`config.mk`:
```
export PLATFORM = sky130hd
export DESIGN_NAME = lsu_ctrl
export DESIGN_NICKNAME = d
export VERILOG_FILES = /design/src/rtl/lsu_ctrl_pkg.sv /design/src/rtl/lsu_tag_fifo.sv /design/src/rtl/lsu_ctrl.sv
export SDC_FILE = /design/constraint.sdc
export NUM_CORES = 1
export LEC_CHECK = 0
export ABC_AREA = 1
export CAP_MARGIN = 20
export CORE_MARGIN = 2
export CORE_UTILIZATION = 38
export DETAILED_ROUTE_END_ITERATION = 8
export GPL_ROUTABILITY_DRIVEN = 0
export HOLD_SLACK_MARGIN = 0.06
export PLACE_DENSITY = 0.81
export SYNTH_ARGS = -nofsm -noshare
export SYNTH_HDL_FRONTEND = slang
export SYNTH_SLANG_ARGS = --single-unit
```
`constraint.sdc`:
```
create_clock -name clk -period 2.4 [get_ports clk]
set_input_delay 0.24 -clock clk [delete_from_list [all_inputs] [get_ports clk]]
set_output_delay 0.24 -clock clk [all_outputs]
set_load 0.01 [all_outputs]
```
`src/rtl/lsu_ctrl_pkg.sv`:
```
// lsu_ctrl_pkg: shared request and tag-FIFO entry types for the load/store unit.
// The struct field widths are the upper bound for lsu_ctrl's width parameters.
package lsu_ctrl_pkg;
    localparam int LSU_ADDR_W = 32;
    localparam int LSU_DATA_W = 32;
    localparam int LSU_TAG_W  = 5;

    typedef struct packed {
        logic                  store;
        logic                  is_byte;
        logic [LSU_ADDR_W-1:0] addr;
        logic [LSU_DATA_W-1:0] wdata;
        logic [LSU_TAG_W-1:0]  tag;
    } lsu_req_s;

    typedef struct packed {
        logic                 store;
        logic                 is_byte;
        logic [LSU_TAG_W-1:0] tag;
    } lsu_tag_entry_s;
endpackage

```
`src/rtl/lsu_tag_fifo.sv`:
```
// lsu_tag_fifo: in-order FIFO of outstanding transaction tags; push and pop
// may coincide even when full, which keeps the LSU at one request per cycle.
module lsu_tag_fifo
    import lsu_ctrl_pkg::*;
#(
    parameter int DEPTH_P = 2
) (
    input  logic                         clk,
    input  logic                         rst_n,
    input  logic                         push_i,
    input  lsu_tag_entry_s               entry_i,
    input  logic                         pop_i,
    output logic                         full_o,
    output logic                         empty_o,
    output lsu_tag_entry_s               head_o,
    output logic [$clog2(DEPTH_P+1)-1:0] count_o
);
    localparam int PW = DEPTH_P > 1 ? $clog2(DEPTH_P) : 1;
    localparam int CW = $clog2(DEPTH_P+1);

    lsu_tag_entry_s mem_q [DEPTH_P];
    logic [PW-1:0] wr_q, wr_d, rd_q, rd_d;
    logic [CW-1:0] count_q, count_d;

    always_comb begin
        wr_d    = push_i ? (wr_q == PW'(DEPTH_P-1) ? '0 : wr_q + 1'b1) : wr_q;
        rd_d    = pop_i ? (rd_q == PW'(DEPTH_P-1) ? '0 : rd_q + 1'b1) : rd_q;
        count_d = count_q + CW'(push_i) - CW'(pop_i);
    end

    always_ff @(posedge clk or negedge rst_n) begin
        if (!rst_n) begin
            wr_q    <= '0;
            rd_q    <= '0;
            count_q <= '0;
        end else begin
            wr_q    <= wr_d;
            rd_q    <= rd_d;
            count_q <= count_d;
        end
    end

    always_ff @(posedge clk) begin
        if (push_i) mem_q[wr_q] <= entry_i;
    end

    assign full_o  = count_q == CW'(DEPTH_P);
    assign empty_o = count_q == '0;
    assign head_o  = mem_q[rd_q];
    assign count_o = count_q;
endmodule

```
`src/rtl/lsu_ctrl.sv`:
```
// lsu_ctrl: load/store unit with a registered issue slot and in-order commit.
// Define LSU_BYTE_SEXT_EN to sign-extend byte loads; otherwise they zero-extend.
module lsu_ctrl
    import lsu_ctrl_pkg::*;
#(
    parameter int DEPTH_P      = 2,
    parameter int ADDR_WIDTH_P = 32,
    parameter int DATA_WIDTH_P = 32,
    parameter int TAG_WIDTH_P  = 5
) (
    input  logic                         clk,
    input  logic                         rst_n,
    input  logic                         req_valid_i,
    output logic                         req_ready_o,
    input  logic                         req_store_i,
    input  logic                         req_byte_i,
    input  logic [ADDR_WIDTH_P-1:0]      req_addr_i,
    input  logic [DATA_WIDTH_P-1:0]      req_wdata_i,
    input  logic [TAG_WIDTH_P-1:0]       req_tag_i,
    output logic                         mem_valid_o,
    output logic                         mem_wen_o,
    output logic                         mem_byte_o,
    output logic [ADDR_WIDTH_P-1:0]      mem_addr_o,
    output logic [DATA_WIDTH_P-1:0]      mem_wdata_o,
    input  logic                         mem_yumi_i,
    input  logic                         mem_rvalid_i,
    input  logic [DATA_WIDTH_P-1:0]      mem_rdata_i,
    output logic                         mem_ryumi_o,
    output logic                         wb_valid_o,
    output logic                         wb_we_o,
    output logic [TAG_WIDTH_P-1:0]       wb_tag_o,
    output logic [DATA_WIDTH_P-1:0]      wb_data_o,
    input  logic                         wb_ready_i,
    output logic [$clog2(DEPTH_P+1)-1:0] outstanding_o,
    output logic                         busy_o,
    output logic                         error_o
);
    lsu_req_s       req_s, slot_q, slot_d;
    lsu_tag_entry_s entry_s, head;
    logic slot_v_q, slot_v_d, err_q, err_d;
    logic accept, pop, stray, fifo_full, fifo_empty;
    logic [DATA_WIDTH_P-1:0] byte_ext;

`ifdef LSU_BYTE_SEXT_EN
    assign byte_ext = {{(DATA_WIDTH_P-8){mem_rdata_i[7]}}, mem_rdata_i[7:0]};
`else
    assign byte_ext = {{(DATA_WIDTH_P-8){1'b0}}, mem_rdata_i[7:0]};
`endif

    assign req_s = '{store: req_store_i, is_byte: req_byte_i, addr: LSU_ADDR_W'(req_addr_i),
                     wdata: LSU_DATA_W'(req_wdata_i), tag: LSU_TAG_W'(req_tag_i)};
    assign entry_s = '{store: req_store_i, is_byte: req_byte_i, tag: LSU_TAG_W'(req_tag_i)};

    // A commit in the same cycle frees a FIFO slot, so ready may bypass full.
    always_comb begin
        wb_valid_o  = mem_rvalid_i && !fifo_empty;
        pop         = wb_valid_o && wb_ready_i;
        stray       = mem_rvalid_i && fifo_empty;
        mem_ryumi_o = pop || stray;
        req_ready_o = (!fifo_full || pop) && (!slot_v_q || mem_yumi_i);
        accept      = req_valid_i && req_ready_o;
        slot_v_d    = accept || (slot_v_q && !mem_yumi_i);
        slot_d      = accept ? req_s : slot_q;
        err_d       = err_q || stray;
    end

    always_ff @(posedge clk or negedge rst_n) begin
        if (!rst_n) begin
            slot_v_q <= 1'b0;
            slot_q   <= '0;
            err_q    <= 1'b0;
        end else begin
            slot_v_q <= slot_v_d;
            slot_q   <= slot_d;
            err_q    <= err_d;
        end
    end

    lsu_tag_fifo #(.DEPTH_P(DEPTH_P)) u_fifo (
        .clk     (clk),
        .rst_n   (rst_n),
        .push_i  (accept),
        .entry_i (entry_s),
        .pop_i   (pop),
        .full_o  (fifo_full),
        .empty_o (fifo_empty),
        .head_o  (head),
        .count_o (outstanding_o)
    );

    assign mem_valid_o = slot_v_q;
    assign mem_wen_o   = slot_q.store;
    assign mem_byte_o  = slot_q.is_byte;
    assign mem_addr_o  = ADDR_WIDTH_P'(slot_q.addr);
    assign mem_wdata_o = DATA_WIDTH_P'(slot_q.wdata);
    assign wb_we_o     = !head.store;
    assign wb_tag_o    = TAG_WIDTH_P'(head.tag);
    assign wb_data_o   = head.store ? '0 : head.is_byte ? byte_ext : mem_rdata_i;
    assign busy_o      = outstanding_o != '0 || slot_v_q;
    assign error_o     = err_q;
endmodule

```
==> impl_metrics.tcl, run 1 <==
set metrics [dict create \
    rows 36 \
    critPathCaptureType "output pin" \
    globalRouteTotalUtil_pct 20.9 \
    seq_area_frac_synth_pct 59.6 \
    outcome "completed" \
    final_min_period_over_clock_period_pct 96.7 \
    grt_first_pass_wirelength_um 17000 \
    tritoncts "done" \
    final.setup.tns_ps 0 \
    dp.final_hpwl_um 8180 \
    regArea_um2 2220 \
    critical_path.n_buffers_inverters 3 \
    postSynthRegisterBits 86 \
    detailroute.via_count 3568 \
    worst_slew_margin_rel_pct 38.9 \
    yosys-top-cells-area "sky130_fd_sc_hd__dfrtp_1 48%, sky130_fd_sc_hd__nand2_1 15%, sky130_fd_sc_hd__edfxtp_1 11%" \
    final_util_pct 64.8 \
    synth.yosys.warnings 0 \
    timing.critical_path.fanout_max 24 \
    final_layout_size_suffix_gt1_share_pct 5.10 \
    setup_violations 0 \
    path_cells "inv_2, or2_1, o21ai_2, o21ai_2, buf_4, nor2_1, clkdlybuf4s50_1" \
    arrival_time_reported_for_the_critical_path_endpoint_ps 2080 \
    drt_first_iter_violations 166 \
    drtAntennaViolNets 0 \
    global_routing_usage_on_met1_pct 23.6 \
    num-fill-cells 769 \
    start_util_pct 38.7 \
    finalWorstPathRequiredPeriod_ps 2320 \
    dieArea_um2 10600 \
    multi_input_area_um2 1190 \
    first_global_vias 3490 \
    vdd.ir_drop.worst_v 0.000538 \
    timing.critical_path.max_delay_family "buffers and inverters" \
    leakagePower_nw 3.32 \
    path_class "register to output pin" \
    grt-ovfl-total 0 \
    drt_first_pass_iters 4 \
    rsz0062_at_grt "false" \
    crit_path_top_cell_by_count "sky130_fd_sc_hd__o21ai_2" \
    hold_path_class "input pin to register" \
    worst_skew_pair.late_latency_ps 350 \
    fin_hold_viols 0 \
    grt_antenna_before_repair 1 \
    gr-usage-met3_pct 5.08 \
    clock-sinks 86 \
    route.detailed.drc 0 \
    clockBufferDepth 2 \
    cp.required_ps 2160 \
    pin_count 221 \
    vias_per_instance 4.57 \
    global_route.usage.met2_pct 38.1 \
    fp.coreArea_um2 9640 \
    synth_cell_types 22 \
    worst_path_largest_cell_delay_ps 540 \
    crit_slowest_cell "sky130_fd_sc_hd__clkdlybuf4s50_1" \
    timing_worst_slew_pin_value_ps 917 \
    worst_hold_slack_ps 420 \
    layout-area-overhead-vs-synth_pct 67.7 \
    die_height_um 103 \
    cts_made_buffers 9 \
    timing.max_cap.violations 0 \
    clkTransAtPathRegs_ps 100 \
    synthesis.area_per_instance_um2 8.71 \
    synth_top_cell_by_area "sky130_fd_sc_hd__dfrtp_1" \
    buffer_ports.inserted 220 \
    worst_case_register_to_register_setup_slack_ps 570 \
    worst_clock_skew_ps 14.3 \
    htree_num_levels 3 \
    cts.root.buffer_cell "sky130_fd_sc_hd__clkbuf_8" \
    mappedNetlistArea_um2 3730 \
    antennaDiodeCount 0 \
    final_max_slew_viol_count 0 \
    postSynthCellCount 428 \
    setup.worst_path.start_class "register" \
    max_freq_ghz 0.431 \
    die_width_um 103 \
    powerDensity_nw_per_um2 1090 \
    largest_net_degree_at_the_start_of_global_routing 73 \
    yosysTopAreaCellShare_pct 48.4 \
    routed_wirelength_um 11600 \
    post_layout_nets 752 \
    wl_per_cell_um 14.8 \
    postSynthNetCount 538 \
    grt_most_used_layer "met2" \
]
==> synthesized netlist by cell type, drive strengths merged <==
| cell | n |
|---|---|
| xnor2 | 1 |
| edfxtp | 14 |
| inv | 44 |
| or2 | 1 |
| buf | 18 |
| clkbuf | 7 |
| nand2 | 153 |
| ha | 1 |
| nor2 | 39 |
| o21ai | 3 |
| o21bai | 1 |
| dfrtp | 72 |
| xor2 | 3 |
| nand4 | 2 |
| a21oi | 1 |
| nand3 | 68 |
==> path summary, 6_finish.rpt <==
check | cells after the start | end | from
max in group asynchronous | 2 | u_fifo.rd_q | rst_n
max reg2reg | 7 | mem_addr_o[2] | u_fifo.count_o[1]
min in group asynchronous | 2 | mem_wdata_o[2] | rst_n
min reg2reg | 2 | mem_addr_o[31] | mem_addr_o[31]
min | 3 | u_fifo.mem_q[0][0] | req_valid_i
max | 7 | wb_data_o[18] | u_fifo.rd_q
==> routing by layer <==
metal | vias to the layer above | share of wire, % | wire length [um]
met5 | - | 0.11 | 13
met4 | 2 | 2.2 | 249
met3 | 24 | 7.8 | 904
met2 | 155 | 52 | 6000
met1 | 1643 | 38 | 4410
li1 | 1744 | - | -
==> flip-flops by register name, indices dropped and copies added, names as in the netlist <==
| register | count |
|---|---|
| mem_addr_o | 32 |
| mem_wen_o | 1 |
| u_fifo.rd_q | 1 |
| u_fifo.wr_q | 1 |
| mem_wdata_o | 32 |
| error_o | 1 |
| mem_byte_o | 1 |
| mem_valid_o | 1 |
| u_fifo.mem_q | 14 |
| u_fifo.count_o | 2 |
==> where the power goes <==
group	internal (W)	leakage (nW)	switching (W)
registers	0.00208	1.01	0.000331
logic	0.00176	2.21	0.00164
clock network	0.000483	0.0972	0.000525
==> placed cells by master (no fill, tap or decap), types with 2 or more instances in the layout <==
master and instances:
sky130_fd_sc_hd__clkdlybuf4s50_1 197, sky130_fd_sc_hd__nand2_1 152, sky130_fd_sc_hd__dfrtp_1 71, sky130_fd_sc_hd__nand3_1 66, sky130_fd_sc_hd__inv_1 42, sky130_fd_sc_hd__nor2_1 39, sky130_fd_sc_hd__dlymetal6s2s_1 21, sky130_fd_sc_hd__edfxtp_1 14
sky130_fd_sc_hd__clkbuf_8 9, sky130_fd_sc_hd__buf_4 8, sky130_fd_sc_hd__xor2_1 3, sky130_fd_sc_hd__inv_2 2, sky130_fd_sc_hd__o21ai_2 2, sky130_fd_sc_hd__nand3_2 2, sky130_fd_sc_hd__nand4_1 2, sky130_fd_sc_hd__clkinv_4 2
==> logic make-up after synthesis <==
group	count (synthesis)	synth area share, %
simple gates	263	29.3
flops	86	59.6
buf+inv	69	8.53
fa+ha+maj	1	0.336
xor+xnor	4	0.940
compound gates	5	1.24
==> layout make-up <==
type	count	share of cell area, %
repair buffers	228	37.0
flip-flops and latches	86	35.6
multi-input cells	273	19.0
well taps	133	2.66
inverters	44	2.64
clock buffers	9	1.98
clock inverters	7	1.16
==> worst min-delay path, cell delays in order <==
cell	delay, ps
sky130_fd_sc_hd__buf_2	110
sky130_fd_sc_hd__nand3_2	80
sky130_fd_sc_hd__nor2_1	140
==> repair_timing <==
action,in CTS,in global routing
endpoints found under the setup margin,28,21
endpoints found under the hold margin,19,0
resized for setup,1,21
buffers inserted,1,0
hold buffers,1,0
cloned,0,0
==> metrics by stage <==
step                instance area [um^2]  setup WS, ps  std cells  power [W]
floorplan                           3730           600        428    0.00392
global placement                    5980           377        762    0.00576
detailed placement                  5980           261        762    0.00585
CTS                                 6190          39.4        780    0.00691
global route                        6250         0.151        780    0.00727
finish                              6250          78.9        780    0.00682
No activity file was read; power rests on OpenSTA's default activity.
==> run 2: changes to the inputs <==
--- a/config.mk
+++ b/config.mk
@@ -13,6 +13,7 @@
 export GPL_ROUTABILITY_DRIVEN = 0
 export HOLD_SLACK_MARGIN = 0.06
 export PLACE_DENSITY = 0.81
+export RECOVER_POWER = 100
 export SYNTH_ARGS = -nofsm -noshare
 export SYNTH_HDL_FRONTEND = slang
 export SYNTH_SLANG_ARGS = --single-unit
==> run 2 against run 1 <==
  * The flow now finishes with violations (capacitance limit, slew limit)
  * Register-to-register slack worse by 290 ps
  * Design area is 0.60% lower
  * Via count is 0.48% higher
  * Clock skew hardly changed
  * Routed wire length is 0.14% higher
  * Maximum frequency is 0.34% higher
  * Sequential share of layout area is 0.22 points higher
  * Non-clock buffer count stayed put
  * Critical path depth stayed put
  * Global-route usage stayed put
  * Setup slack better by 7.9 ps
  * Critical endpoint unchanged
==> impl_metrics.tcl, run 2 (synthesis results as in run 1) <==
set metrics [dict create \
    outcome "finished, violations left" \
    violations "capacitance limit, slew limit" \
    mostFrequentLayoutCells "153 x sky130_fd_sc_hd__nand2_1, 109 x sky130_fd_sc_hd__clkdlybuf4s50_1, 89 x sky130_fd_sc_hd__dlygate4sd3_1, 71 x sky130_fd_sc_hd__dfrtp_1, 67 x sky130_fd_sc_hd__nand3_1" \
    timing.rr.start "u_fifo.count_o[1]" \
    powerDensity_nw_per_um2 1050 \
    r2r_end "u_fifo.mem_q[1][5]" \
    antennaDiodeCount 0 \
    finalWorstPathRequiredPeriod_ps 2310 \
    power_frac_comb_pct 48.0 \
    regArea_um2 2220 \
    rsz0062_at_grt "false" \
    rows 36 \
    path_class "register to output pin" \
    setup.worst_path.start_class "register" \
    critPathCaptureType "output pin" \
    vias_per_instance 4.60 \
    fin_hold_viols 0 \
    worstHoldPathCells 3 \
    timing.max_cap.violations 1 \
    cts_made_buffers 9 \
    seqPwrFrac_pct 36.5 \
    worst_case_register_to_register_setup_slack_ps 280 \
    grt-ovfl-total 0 \
    route.detailed.drc 0 \
    worst_slew_margin_rel_pct -8.14 \
    fp.coreArea_um2 9640 \
    clockBufferDepth 2 \
    start_util_pct 38.7 \
    die_height_um 103 \
    buffer_ports.inserted 220 \
    layout-area-overhead-vs-synth_pct 66.7 \
    leakagePower_nw 3.38 \
    drtAntennaViolNets 0 \
    htree_num_levels 3 \
    timing.critical_path.fanout_max 24 \
    final.setup.tns_ps 0 \
    timing_worst_slew_pin_value_ps 1620 \
    final_max_slew_viol_count 73 \
    cp.required_ps 2160 \
    mostFrequentLayoutCell "sky130_fd_sc_hd__nand2_1" \
    first_global_vias 3490 \
    dieArea_um2 10600 \
    drt_first_pass_iters 4 \
    worst_skew_pair.late_latency_ps 350 \
    tritoncts "done" \
    worst_clock_skew_ps 14.3 \
    clock-sinks 86 \
    switching_share_pct 37.6 \
    final_min_period_over_clock_period_pct 96.4 \
    layoutNonFillerInstCount 780 \
    pin_count 221 \
    num-fill-cells 778 \
    wl_per_cell_um 14.9 \
    detailroute.via_count 3585 \
    end_of_the_worst_hold_path "mem_wdata_o[15]" \
    vdd.ir_drop.worst_v 0.000516 \
    hold_path_class "input pin to register" \
    numPlacedInstances 762 \
    design_area_um2 6210 \
    routed_wirelength_um 11600 \
    max_freq_ghz 0.432 \
    multi_input_area_um2 1170 \
    reg2regPathDepth 8 \
    power.clock.fraction_pct 15.5 \
    grt_antenna_before_repair 1 \
    grt_first_pass_wirelength_um 17000 \
    largest_net_degree_at_the_start_of_global_routing 73 \
    cts.root.buffer_cell "sky130_fd_sc_hd__clkbuf_8" \
    die_width_um 103 \
    cell_internal_pwr_w 0.00407 \
    clkTransAtPathRegs_ps 100 \
    setup_violations 0 \
    place_area_um2 5980 \
    final_layout_size_suffix_gt1_share_pct 4.64 \
    post_layout_nets 752 \
    drt_first_iter_violations 177 \
    hold_path_startpoint "req_wdata_i[15]" \
    dp.final_hpwl_um 8180 \
    netSwitchingPower_w 0.00245 \
    arrival_time_reported_for_the_critical_path_endpoint_ps 2070 \
    globalRouteTotalUtil_pct 20.9 \
]
==> run 2: changes by cell type in the layout (fill, tap and decap cells not counted), sizes merged <==
cell,before,now
clkdlybuf4s50,197,109
dlygate4sd3,1,89
clkbuf,9,14
buf,9,5
dlymetal6s2s,21,20
==> run 2: repair_timing <==
action	4_1_cts	5_1_grt
hold buffers	1	0
endpoints found under the setup margin	28	21
buffers inserted	1	0
cloned	0	0
hold endpoints to repair	19	0
resized for setup	1	21
==> run 2: worst max-delay path: stages (launching register included) <==
cell and delay [ps]:
sky130_fd_sc_hd__dfrtp_2 400, sky130_fd_sc_hd__inv_2 80, sky130_fd_sc_hd__or2_1 220, sky130_fd_sc_hd__o21ai_2 90
sky130_fd_sc_hd__o21ai_2 70, sky130_fd_sc_hd__buf_4 210, sky130_fd_sc_hd__nor2_1 110, sky130_fd_sc_hd__clkdlybuf4s50_1 540
==> run 2: routing by layer <==
| metal | vias up | GRT usage [%] | wire, um |
|---|---|---|---|
| met4 | 2 | 7.59 | 266 |
| met2 | 166 | 38.1 | 5990 |
| met1 | 1644 | 23.6 | 4380 |
| li1 | 1747 | - | - |
| met5 | - | 0 | 13 |
| met3 | 26 | 5.08 | 942 |
==> run 2: power by group through the flow <==
| stage | clock [W] | sequential [W] | combinational, W |
|---|---|---|---|
| floorplan | 0 | 0.00265 | 0.00127 |
| global placement | 0 | 0.00242 | 0.00334 |
| detailed placement | 0 | 0.00243 | 0.00342 |
| CTS | 0.00105 | 0.00241 | 0.00346 |
| global route | 0.00110 | 0.00246 | 0.00342 |
| finish | 0.00101 | 0.00239 | 0.00313 |
==> run 2: per-stage QoR <==
step | setup slack, ps | total power [W] | util, % | hold WS [ps]
6_report | 86.8 | 0.00653 | 64.4 | 433
5_1_grt | 3.65 | 0.00698 | 64.4 | 436
4_1_cts | 39.4 | 0.00691 | 64.3 | 418
3_5_place_dp | 261 | 0.00585 | 62.0 | 441
3_3_place_gp | 377 | 0.00576 | 62.0 | 432
2_1_floorplan | 600 | 0.00392 | - | -55.6
==> run 2: layout make-up <==
| cell class | instances | share of cell area, % |
|---|---|---|
| Timing Repair Buffer | 228 | 36.9 |
| Sequential cell | 86 | 35.8 |
| Multi-Input combinational cell | 273 | 18.8 |
| Tap cell | 133 | 2.68 |
| Inverter | 44 | 2.66 |
| Clock buffer | 9 | 1.99 |
| Clock inverter | 7 | 1.17 |
==> run 2: worst max-delay path by stage <==
stage | from | endpoint | slack [ps]
finish | u_fifo.rd_q | wb_data_o[18] | 90
global route | u_fifo.rd_q | wb_data_o[10] | 4
detailed placement | u_fifo.rd_q | wb_data_o[16] | 260
global placement | u_fifo.rd_q | wb_data_o[8] | 380
CTS | u_fifo.rd_q | wb_data_o[16] | 40
floorplan | u_fifo.count_o[1] | u_fifo.mem_q[1][0] | 600
